[src/rtl/riscv_branch_predictor.sv]
// ---------------------------------------------------------------------------
// riscv_branch_predictor
//
// Branch-prediction and control-hazard unit for the pipelined RISC-V core.
// A direct-mapped branch target buffer (BTB) is looked up combinationally by
// the fetch stage. Each entry holds a saturating direction counter. Branches
// and jumps resolving in execute update the BTB on the rising clock edge. A
// wrong direction or a wrong target raises flush and supplies the corrected
// fetch PC. With MODE=0 the unit always predicts not-taken, never allocates
// entries and flushes on every taken branch, like the old static scheme.
//
// Parameters
//   XLEN     address/data width
//   ENTRIES  BTB entries (power of 2, >= 2)
//   CNT_BITS direction counter width (>= 1)
//   MODE     0 = static not-taken, 1 = dynamic BTB prediction
//   STAT_W   width of the mispredict statistics counter
//
// Ports
//   clk              rising-edge clock
//   rst              asynchronous active-low reset
//   f_pc             fetch-stage PC
//   f_pred_taken     predicted direction for f_pc
//   f_pred_target    predicted target (0 when not predicted taken)
//   e_valid          a branch/jump resolves in execute this cycle
//   e_is_jump        resolving instruction is unconditional (jal/jalr)
//   e_pc             PC of the resolving instruction
//   e_taken          actual direction
//   e_target         actual target
//   e_pred_taken     prediction carried down from fetch
//   e_pred_target    predicted target carried down from fetch
//   flush            squash wrong-path instructions in F/D
//   redirect_pc      next fetch PC while flush=1, else 0
//   stat_mispredicts saturating count of flushes
// ---------------------------------------------------------------------------
module riscv_branch_predictor #(
    parameter int XLEN     = 32,
    parameter int ENTRIES  = 16,
    parameter int CNT_BITS = 2,
    parameter int MODE     = 1,
    parameter int STAT_W   = 16
) (
    input  logic              clk,
    input  logic              rst,
    input  logic [XLEN-1:0]   f_pc,
    output logic              f_pred_taken,
    output logic [XLEN-1:0]   f_pred_target,
    input  logic              e_valid,
    input  logic              e_is_jump,
    input  logic [XLEN-1:0]   e_pc,
    input  logic              e_taken,
    input  logic [XLEN-1:0]   e_target,
    input  logic              e_pred_taken,
    input  logic [XLEN-1:0]   e_pred_target,
    output logic              flush,
    output logic [XLEN-1:0]   redirect_pc,
    output logic [STAT_W-1:0] stat_mispredicts
);

    localparam int IDX_W = $clog2(ENTRIES);
    localparam int TAG_W = XLEN - IDX_W - 2;

    localparam logic [CNT_BITS-1:0] CNT_WEAK_NT = CNT_BITS'((1 << (CNT_BITS - 1)) - 1);
    localparam logic [CNT_BITS-1:0] CNT_WEAK_T  = CNT_BITS'(1 << (CNT_BITS - 1));
    localparam logic [CNT_BITS-1:0] CNT_MAX     = '1;
    localparam logic [CNT_BITS-1:0] CNT_MIN     = '0;

    // Flattened view of the per-entry registers for the lookup muxes.
    logic                ent_valid  [ENTRIES];
    logic [TAG_W-1:0]    ent_tag    [ENTRIES];
    logic [XLEN-1:0]     ent_target [ENTRIES];
    logic                ent_jump   [ENTRIES];
    logic [CNT_BITS-1:0] ent_cnt    [ENTRIES];

    // Instructions are word aligned; the low PC bits never select anything.
    logic unused_f_pc_bits;
    assign unused_f_pc_bits = ^f_pc[1:0];

    // ---------------- Fetch lookup ----------------
    logic [IDX_W-1:0] f_idx;
    logic [TAG_W-1:0] f_tag;
    logic             f_hit;
    logic             f_dir;

    assign f_idx = f_pc[IDX_W+1:2];
    assign f_tag = f_pc[XLEN-1:IDX_W+2];
    assign f_hit = ent_valid[f_idx] && (ent_tag[f_idx] == f_tag);
    // Jumps are always taken once seen; branches follow the counter MSB.
    assign f_dir = f_hit && (ent_jump[f_idx] || ent_cnt[f_idx][CNT_BITS-1]);

    assign f_pred_taken  = rst && (MODE == 1) && f_dir;
    assign f_pred_target = f_pred_taken ? ent_target[f_idx] : '0;

    // ---------------- Execute resolve ----------------
    logic [IDX_W-1:0] e_idx;
    logic [TAG_W-1:0] e_tag;
    logic             e_hit;
    logic             mispredict;

    assign e_idx = e_pc[IDX_W+1:2];
    assign e_tag = e_pc[XLEN-1:IDX_W+2];
    assign e_hit = ent_valid[e_idx] && (ent_tag[e_idx] == e_tag);

    assign mispredict = (e_taken != e_pred_taken) ||
                        (e_taken && e_pred_taken && (e_target != e_pred_target));

    // Gating with rst keeps the outputs quiet while reset is held.
    assign flush       = rst && e_valid && mispredict;
    assign redirect_pc = !flush ? '0 : (e_taken ? e_target : e_pc + XLEN'(4));

    // ---------------- BTB entries ----------------
    generate
        for (genvar gi = 0; gi < ENTRIES; gi++) begin : g_entry
            logic                valid_q,  valid_d;
            logic [TAG_W-1:0]    tag_q,    tag_d;
            logic [XLEN-1:0]     target_q, target_d;
            logic                jump_q,   jump_d;
            logic [CNT_BITS-1:0] cnt_q,    cnt_d;
            logic                upd_sel;

            assign upd_sel = (MODE == 1) && e_valid && (e_idx == IDX_W'(gi));

            always_comb begin
                valid_d  = valid_q;
                tag_d    = tag_q;
                target_d = target_q;
                jump_d   = jump_q;
                cnt_d    = cnt_q;
                if (upd_sel) begin
                    if (e_hit) begin
                        if (e_taken) begin
                            cnt_d    = (cnt_q == CNT_MAX) ? cnt_q : cnt_q + CNT_BITS'(1);
                            target_d = e_target;
                            jump_d   = e_is_jump;
                        end else begin
                            cnt_d    = (cnt_q == CNT_MIN) ? cnt_q : cnt_q - CNT_BITS'(1);
                        end
                    end else if (e_taken) begin
                        // Allocation simply evicts whatever aliases here.
                        valid_d  = 1'b1;
                        tag_d    = e_tag;
                        target_d = e_target;
                        jump_d   = e_is_jump;
                        cnt_d    = CNT_WEAK_T;
                    end
                end
            end

            always_ff @(posedge clk or negedge rst) begin
                if (!rst) begin
                    valid_q  <= 1'b0;
                    tag_q    <= '0;
                    target_q <= '0;
                    jump_q   <= 1'b0;
                    cnt_q    <= CNT_WEAK_NT;
                end else begin
                    valid_q  <= valid_d;
                    tag_q    <= tag_d;
                    target_q <= target_d;
                    jump_q   <= jump_d;
                    cnt_q    <= cnt_d;
                end
            end

            assign ent_valid[gi]  = valid_q;
            assign ent_tag[gi]    = tag_q;
            assign ent_target[gi] = target_q;
            assign ent_jump[gi]   = jump_q;
            assign ent_cnt[gi]    = cnt_q;
        end
    endgenerate

    // ---------------- Mispredict statistics ----------------
    logic [STAT_W-1:0] stat_q, stat_d;

    always_comb begin
        stat_d = stat_q;
        if (flush && (stat_q != '1)) begin
            stat_d = stat_q + STAT_W'(1);
        end
    end

    always_ff @(posedge clk or negedge rst) begin
        if (!rst) begin
            stat_q <= '0;
        end else begin
            stat_q <= stat_d;
        end
    end

    assign stat_mispredicts = stat_q;

endmodule

[config.mk]
export PLATFORM = sky130hd
export DESIGN_NAME = riscv_branch_predictor
export DESIGN_NICKNAME = d
export VERILOG_FILES = /design/src/rtl/riscv_branch_predictor.sv
export SDC_FILE = /design/constraint.sdc
export NUM_CORES = 2
export LEC_CHECK = 0
export BUFFER_PORTS_ARGS = -buffer_cell sky130_fd_sc_hd__buf_2
export CAP_MARGIN = 20
export CORE_ASPECT_RATIO = 0.7
export CORE_MARGIN = 10
export CORE_UTILIZATION = 30
export CTS_CLUSTER_DIAMETER = 200
export DETAILED_ROUTE_END_ITERATION = 8
export MAX_ROUTING_LAYER = met4
export PLACE_DENSITY = 0.58
export SYNTH_ARGS = -nofsm -noshare
export SYNTH_HDL_FRONTEND = slang
export SYNTH_SLANG_ARGS = --single-unit
[constraint.sdc]
create_clock -name clk -period 4.3 [get_ports clk]
set_clock_uncertainty 0.15 [all_clocks]
set_input_delay 0.645 -clock clk [delete_from_list [all_inputs] [get_ports clk]]
set_output_delay 0.645 -clock clk [all_outputs]
set_load 0.01 [all_outputs]
# After elaboration in Yosys (flattened, before gate mapping)

Cells that the tools add are included.
Widths: inputs -> output; s select.

Add/subtract/negate cells: 34
$mul: 0
Divide/modulo/power cells: 0
Magnitude comparators: 2
Eq/ne operators: 68
Shift operators: 0
Mux-type cells: 89
Bitwise operators: 3
Reduce and logical (&&, ||, !) cells: 93

Operators by type and width:

| operator              | number |
|---|---|
| $bmux 26 s4           | 2 |
| $mux 32               | 5 |
| $mux 2                | 67 |
| $bmux 32 s4           | 1 |
| $mux 26               | 4 |
| $reduce_and 4->1      | 16 |
| $eq 26x26->1          | 2 |
| $ne 3x3->1 const B    | 16 |
| $reduce_and 3->1      | 16 |
| $add 2x1->2 const B   | 16 |
| $add 32x3->32 const B | 1 |
| $eq 2x2->1 const B    | 16 |
| $eq 4x4->1 const B    | 8 |
| $logic_not 2->1       | 16 |
| $ne 2x2->1 const B    | 16 |
| $ne 32x32->1          | 1 |
| $reduce_and 2->1      | 16 |
| $sub 2x1->2 const B   | 16 |
| $logic_and 1x1->1     | 25 |
| $add 16x1->16 const B | 1 |
| $eq 4x3->1 const B    | 4 |
| $ne 16x16->1 const B  | 1 |
| $bmux 1 s4            | 3 |
| $ge 5x5->1 const B    | 2 |
| 10 further kinds      | 18 |

Register bits: 1008
Latch bits: 0
Bits in writable memories: 0
Bits in read-only memories: 0
Input port bits: 134
Output and inout port bits: 82
Word-level logic and storage cells: 370
Memories kept: 0

# Depth between registers and ports, before layout

Depth after elaboration: 9
Mapped depth: 17
Mapped depth without buffers: 10

# Worst setup path after synthesis

OpenSTA, ideal clock, no wires.

Path kind: in2out
Start point: in f_pc[2]
End point: out f_pred_target[11]
Arrival time: 3.843 ns
Data required time: 3.505 ns
Path slack: -0.338 ns
Stages: 8
Path buffers: 5
Path through: buf_2 > buf_2 > clkbuf_1 > buf_1 > buf_1 > mux4_2 > mux4_2 > nor2b_1

Cells in the longest elaborated chain, start to end: 9
Elaborated cells on any way between the ends: 22
Classes of those cells: eq/ne (1); mux (16); bitwise (1); reduce/logical (4)

Ends and longest elaborated chain:

| item                                        | line       | RTL |
|---|---|---|
| start, declared                             | 45         | `input logic [XLEN-1:0] f_pc,` |
| $not 4->5 (not written as such) (*)         | 87, 89, 92 |  |
| $bmux 26 s4                                 | 87         | `assign f_hit = ent_valid[f_idx] && (ent_tag[f_idx] == f_tag);` |
| $mux 26 (not written as such) (2 in series) | 87         |  |
| $eq 26x26->1                                | 87         |  |
| $logic_and 1x1->1                           | 87         |  |
| $logic_and 1x1->1                           | 89         | `assign f_dir = f_hit && (ent_jump[f_idx] \|\| ent_cnt[f_idx][CNT_BITS-1]);` |
| $logic_and 1x1->1                           | 91         | `assign f_pred_taken = rst && (MODE == 1) && f_dir;` |
| $mux 32 (*)                                 | 92         | `assign f_pred_target = f_pred_taken ? ent_target[f_idx] : '0;` |
| end, declared                               | 47         | `output logic [XLEN-1:0] f_pred_target,` |

Every way passes the cells marked *; elsewhere a longest branch is shown, timed or not. The select of a mux whose other input is x is not followed.

# Final worst setup path

Start point: reg g_entry[14].tag_q[25]
End point: out f_pred_target[4]

Cells in the longest elaborated chain, start to end: 8

Ends and longest elaborated chain:

| item                                        | line | RTL |
|---|---|---|
| start, declared                             | 115  | `logic [TAG_W-1:0] tag_q, tag_d;` |
| start signal, assigned                      | 158  | `tag_q <= tag_d;` |
| $bmux 26 s4                                 | 87   |  |
| $mux 26 (not written as such) (2 in series) | 87   |  |
| $eq 26x26->1                                | 87   |  |
| $logic_and 1x1->1                           | 87   |  |
| $logic_and 1x1->1                           | 89   |  |
| $logic_and 1x1->1                           | 91   |  |
| $mux 32                                     | 92   |  |

Every way passes these cells. The select of a mux whose other input is x is not followed.

==> metrics.cfg <==
[floorplan]
ios=216
die_width_um=517
die_height_um=368
rows=127
fp.dieArea_um2=190000
core_area_um2=172000
initial_core_util_pct=30.2

[timing]
worst_pin_slew_ns=0.950
rsz0062_at_grt=true
layout_min_cycle_time_ns=4.68
finalHoldViolations=0
fin_crit_sh_pct=109
finalSetupViolCount=33
hold_ws_ns=0.166
slew_headroom_pct=36.7
slew_viol_final=0
fmax_mhz=213
worst_slack_ns=-0.385

[drt]
wire_per_inst_um=26.9
final_antenna_net_count=0
wl_um=168000
drtPass1Iterations=6
num_vias=33300
vias_per_cell=5.33
drc=0
dr.first_iter.drc_count=2689

[yosys]
ys_warn_count=0
synth_flop_cell=dfrtp_1
ys_ff_latch=1008
synth_edf_count=0
syn_nets=3734
ys_top_cells_by_count=992 x dfrtp_1, 772 x mux2_2, 372 x mux4_2
synth.avg_cell_area_um2=14.4
synth_top_area_share_pct=47.9
yosysTopAreaCell=dfrtp_1
ys_seq_area_share_pct=48.7
synth.area.top_cells=dfrtp_1 48%, mux2_2 17%, mux4_2 16%
netlist_area_um2=51900
yosysUniqueCellTypes=65
async_flop_share_pct=100
synth.most_common_cell=dfrtp_1
synthCells=3594

[worst_setup_path]
r2r_end=g_entry[0].tag_q[1]
startpoint=g_entry[14].tag_q[25]
crit_end=f_pred_target[4]
crit_required_ns=3.50
path_cells=mux4_2, mux4_2, xnor2_2, nand4_1, nor3_2, buf_4, nand4_1, buf_6, clkbuf_16, nor2b_1, buf_2
crit_fanout=8
cp-start-kind=flip-flop
reg2reg_depth=11
critPathMaxStageDelay_ns=0.59
critPathCaptureType=output port
cp.arrival_ns=3.89
timing.rr.start=g_entry[11].tag_q[16]
r2r_setup_slack_ns=0.18
crit_slowest_cell=mux4_2
crit_type=reg2out

[placed_design]
post_dp_cell_area_um2=57600
routabilityCongestion=0.965
placed_cells=6028
place.detailed.hpwl_um=113000
portBuffers=213

[clocking]
cts_max_level=3
clock_latency_ns=0.75
cts_max_path_buffers=3
cts_root_buf=clkbuf_16
cts_tree=built
clk_pin_slew_ns=0.06
cts_sinks=1008
numCtsBuffers=108

[final_layout]
syn_to_final_growth_pct=19.2
layout.cells.non_filler=6247
stdcell_area_um2=61800
fillers=16300
layout.nets=4026
drive_gt1_share_pct=49.3
final_util_pct=36.0

[status]
violations=negative setup slack
outcome=finished with violations

[global_routing]
grt_max_degree=177
grt.overflow.total=0
track_usage_pct=17.8
grt_pass1_wl_um=247000
grt_pass1_vias=34400
antenna_found_initial=12

[run]
cap_violations=0

[hold_path]
hold_class=in2reg

[pwr]
power.leakage_uw=0.0271
peakVddDrop_mv=0.394
p_total_uw=28000
p_per_area_nw_per_um2=453

timing repair:
item	4_1_cts	5_1_grt
buffers inserted	1	1
pin swaps	4	3
gates cloned	1	1
setup endpoints to repair	53	256
gates resized for setup	32	30
hold buffers	1	0
hold endpoints to repair	29	0
sequential cells by signal (all words and copies together) (netlist names):
name / cells
g_entry.tag_q: 416
g_entry.valid_q: 16
g_entry.jump_q: 16
g_entry.cnt_q: 32
stat_mispredicts: 16
g_entry.target_q: 512
stage by stage:
stage | worst slack, ns | setup TNS [ns]
final | -0.385 | -10.97
after global routing | -0.491 | -14.55
after CTS | -0.393 | -11.14
after detailed placement | -0.821 | -134.69
after global placement | -0.808 | -147.71
after floorplan | 0.0541 | 0
cell usage in the layout, fill, tap and decap left out, types with 34 or more instances in the layout:
master / Yosys / layout
nand4_1: 40 / 40
dfrtp_1: 992 / 992
buf_12: 1 / 75
nor2b_1: 55 / 38
clkbuf_16: 0 / 109
mux2i_1: 92 / 91
o21ai_0: 70 / 70
mux2_2: 772 / 772
nand2_1: 79 / 78
mux2_1: 190 / 190
a21oi_1: 57 / 57
buf_2: 29 / 190
nand3_1: 37 / 37
mux4_2: 372 / 372
buf_4: 18 / 248
inv_1: 34 / 34
nor2_1: 102 / 95
xnor2_1: 92 / 89
worst min path at each step:
stage / to / startpoint / cells after the start / slack, ns
6_report: g_entry[8].tag_q[18] / e_pc[24] / 2 / 0.17
5_1_grt: g_entry[2].tag_q[18] / e_pc[24] / 2 / 0.16
4_1_cts: g_entry[8].tag_q[18] / e_pc[24] / 2 / 0.13
3_5_place_dp: g_entry[15].valid_q / g_entry[15].valid_q / 1 / 0.33
3_3_place_gp: g_entry[2].tag_q[13] / g_entry[2].tag_q[13] / 1 / 0.33
2_1_floorplan: g_entry[0].cnt_q[1] / rst / 0 / 0.20
kinds of logic (layout without fill, tap and decap cells):
family / Yosys count / after routing / synth area share, %
other: 0 / 11 / 0
and+or+nand+nor: 415 / 415 / 4.09
xor gates and xnor gates: 117 / 117 / 1.98
DFF: 1008 / 1008 / 48.7
adders and majority gates: 6 / 6 / 0.145
AOI/OAI and AO/OA: 232 / 232 / 2.90
buffers and inverters: 390 / 775 / 3.40
muxes: 1426 / 1426 / 38.8
area by class of cell:
type	count	area, um^2	share of cell area, %
Sequential cell	1008	25200	40.8
Multi-Input combinational cell	2196	25100	40.6
Timing Repair Buffer	535	4640	7.50
Clock buffer	145	3070	4.97
Tap cell	2257	2820	4.57
Clock inverter	58	818	1.32
Inverter	37	139	0.225
Antenna cell	11	27.5	0.0445
where the power goes:
part,switching (uW),internal [uW],leakage (uW)
Clock,4240,5850,0.00189
Combinational,2330,3190,0.0124
Sequential,1120,11300,0.0128
Total,7700,20300,0.0271
per-layer routing:
| layer | track usage [%] | vias to the layer above | share of wire [%] |
|---|---|---|---|
| met1 | 24.5 | 17900 | 45 |
| li1 | - | 14100 | - |
| met2 | 26.4 | 985 | 45 |
| met3 | 3.46 | 298 | 6.1 |
| met4 | 5.88 | 0 | 3.7 |
| met5 | - | - | 0 |
worst max-delay path: cells and delay by family, from the launching register on:
family | cells | cell delay, ns
xor gates and xnor gates | 1 | 0.20
buffers and inverters | 4 | 0.71
DFF | 1 | 0.40
muxes | 2 | 1.07
and+or+nand+nor | 4 | 0.72
(Power assumes the default switching activity.)
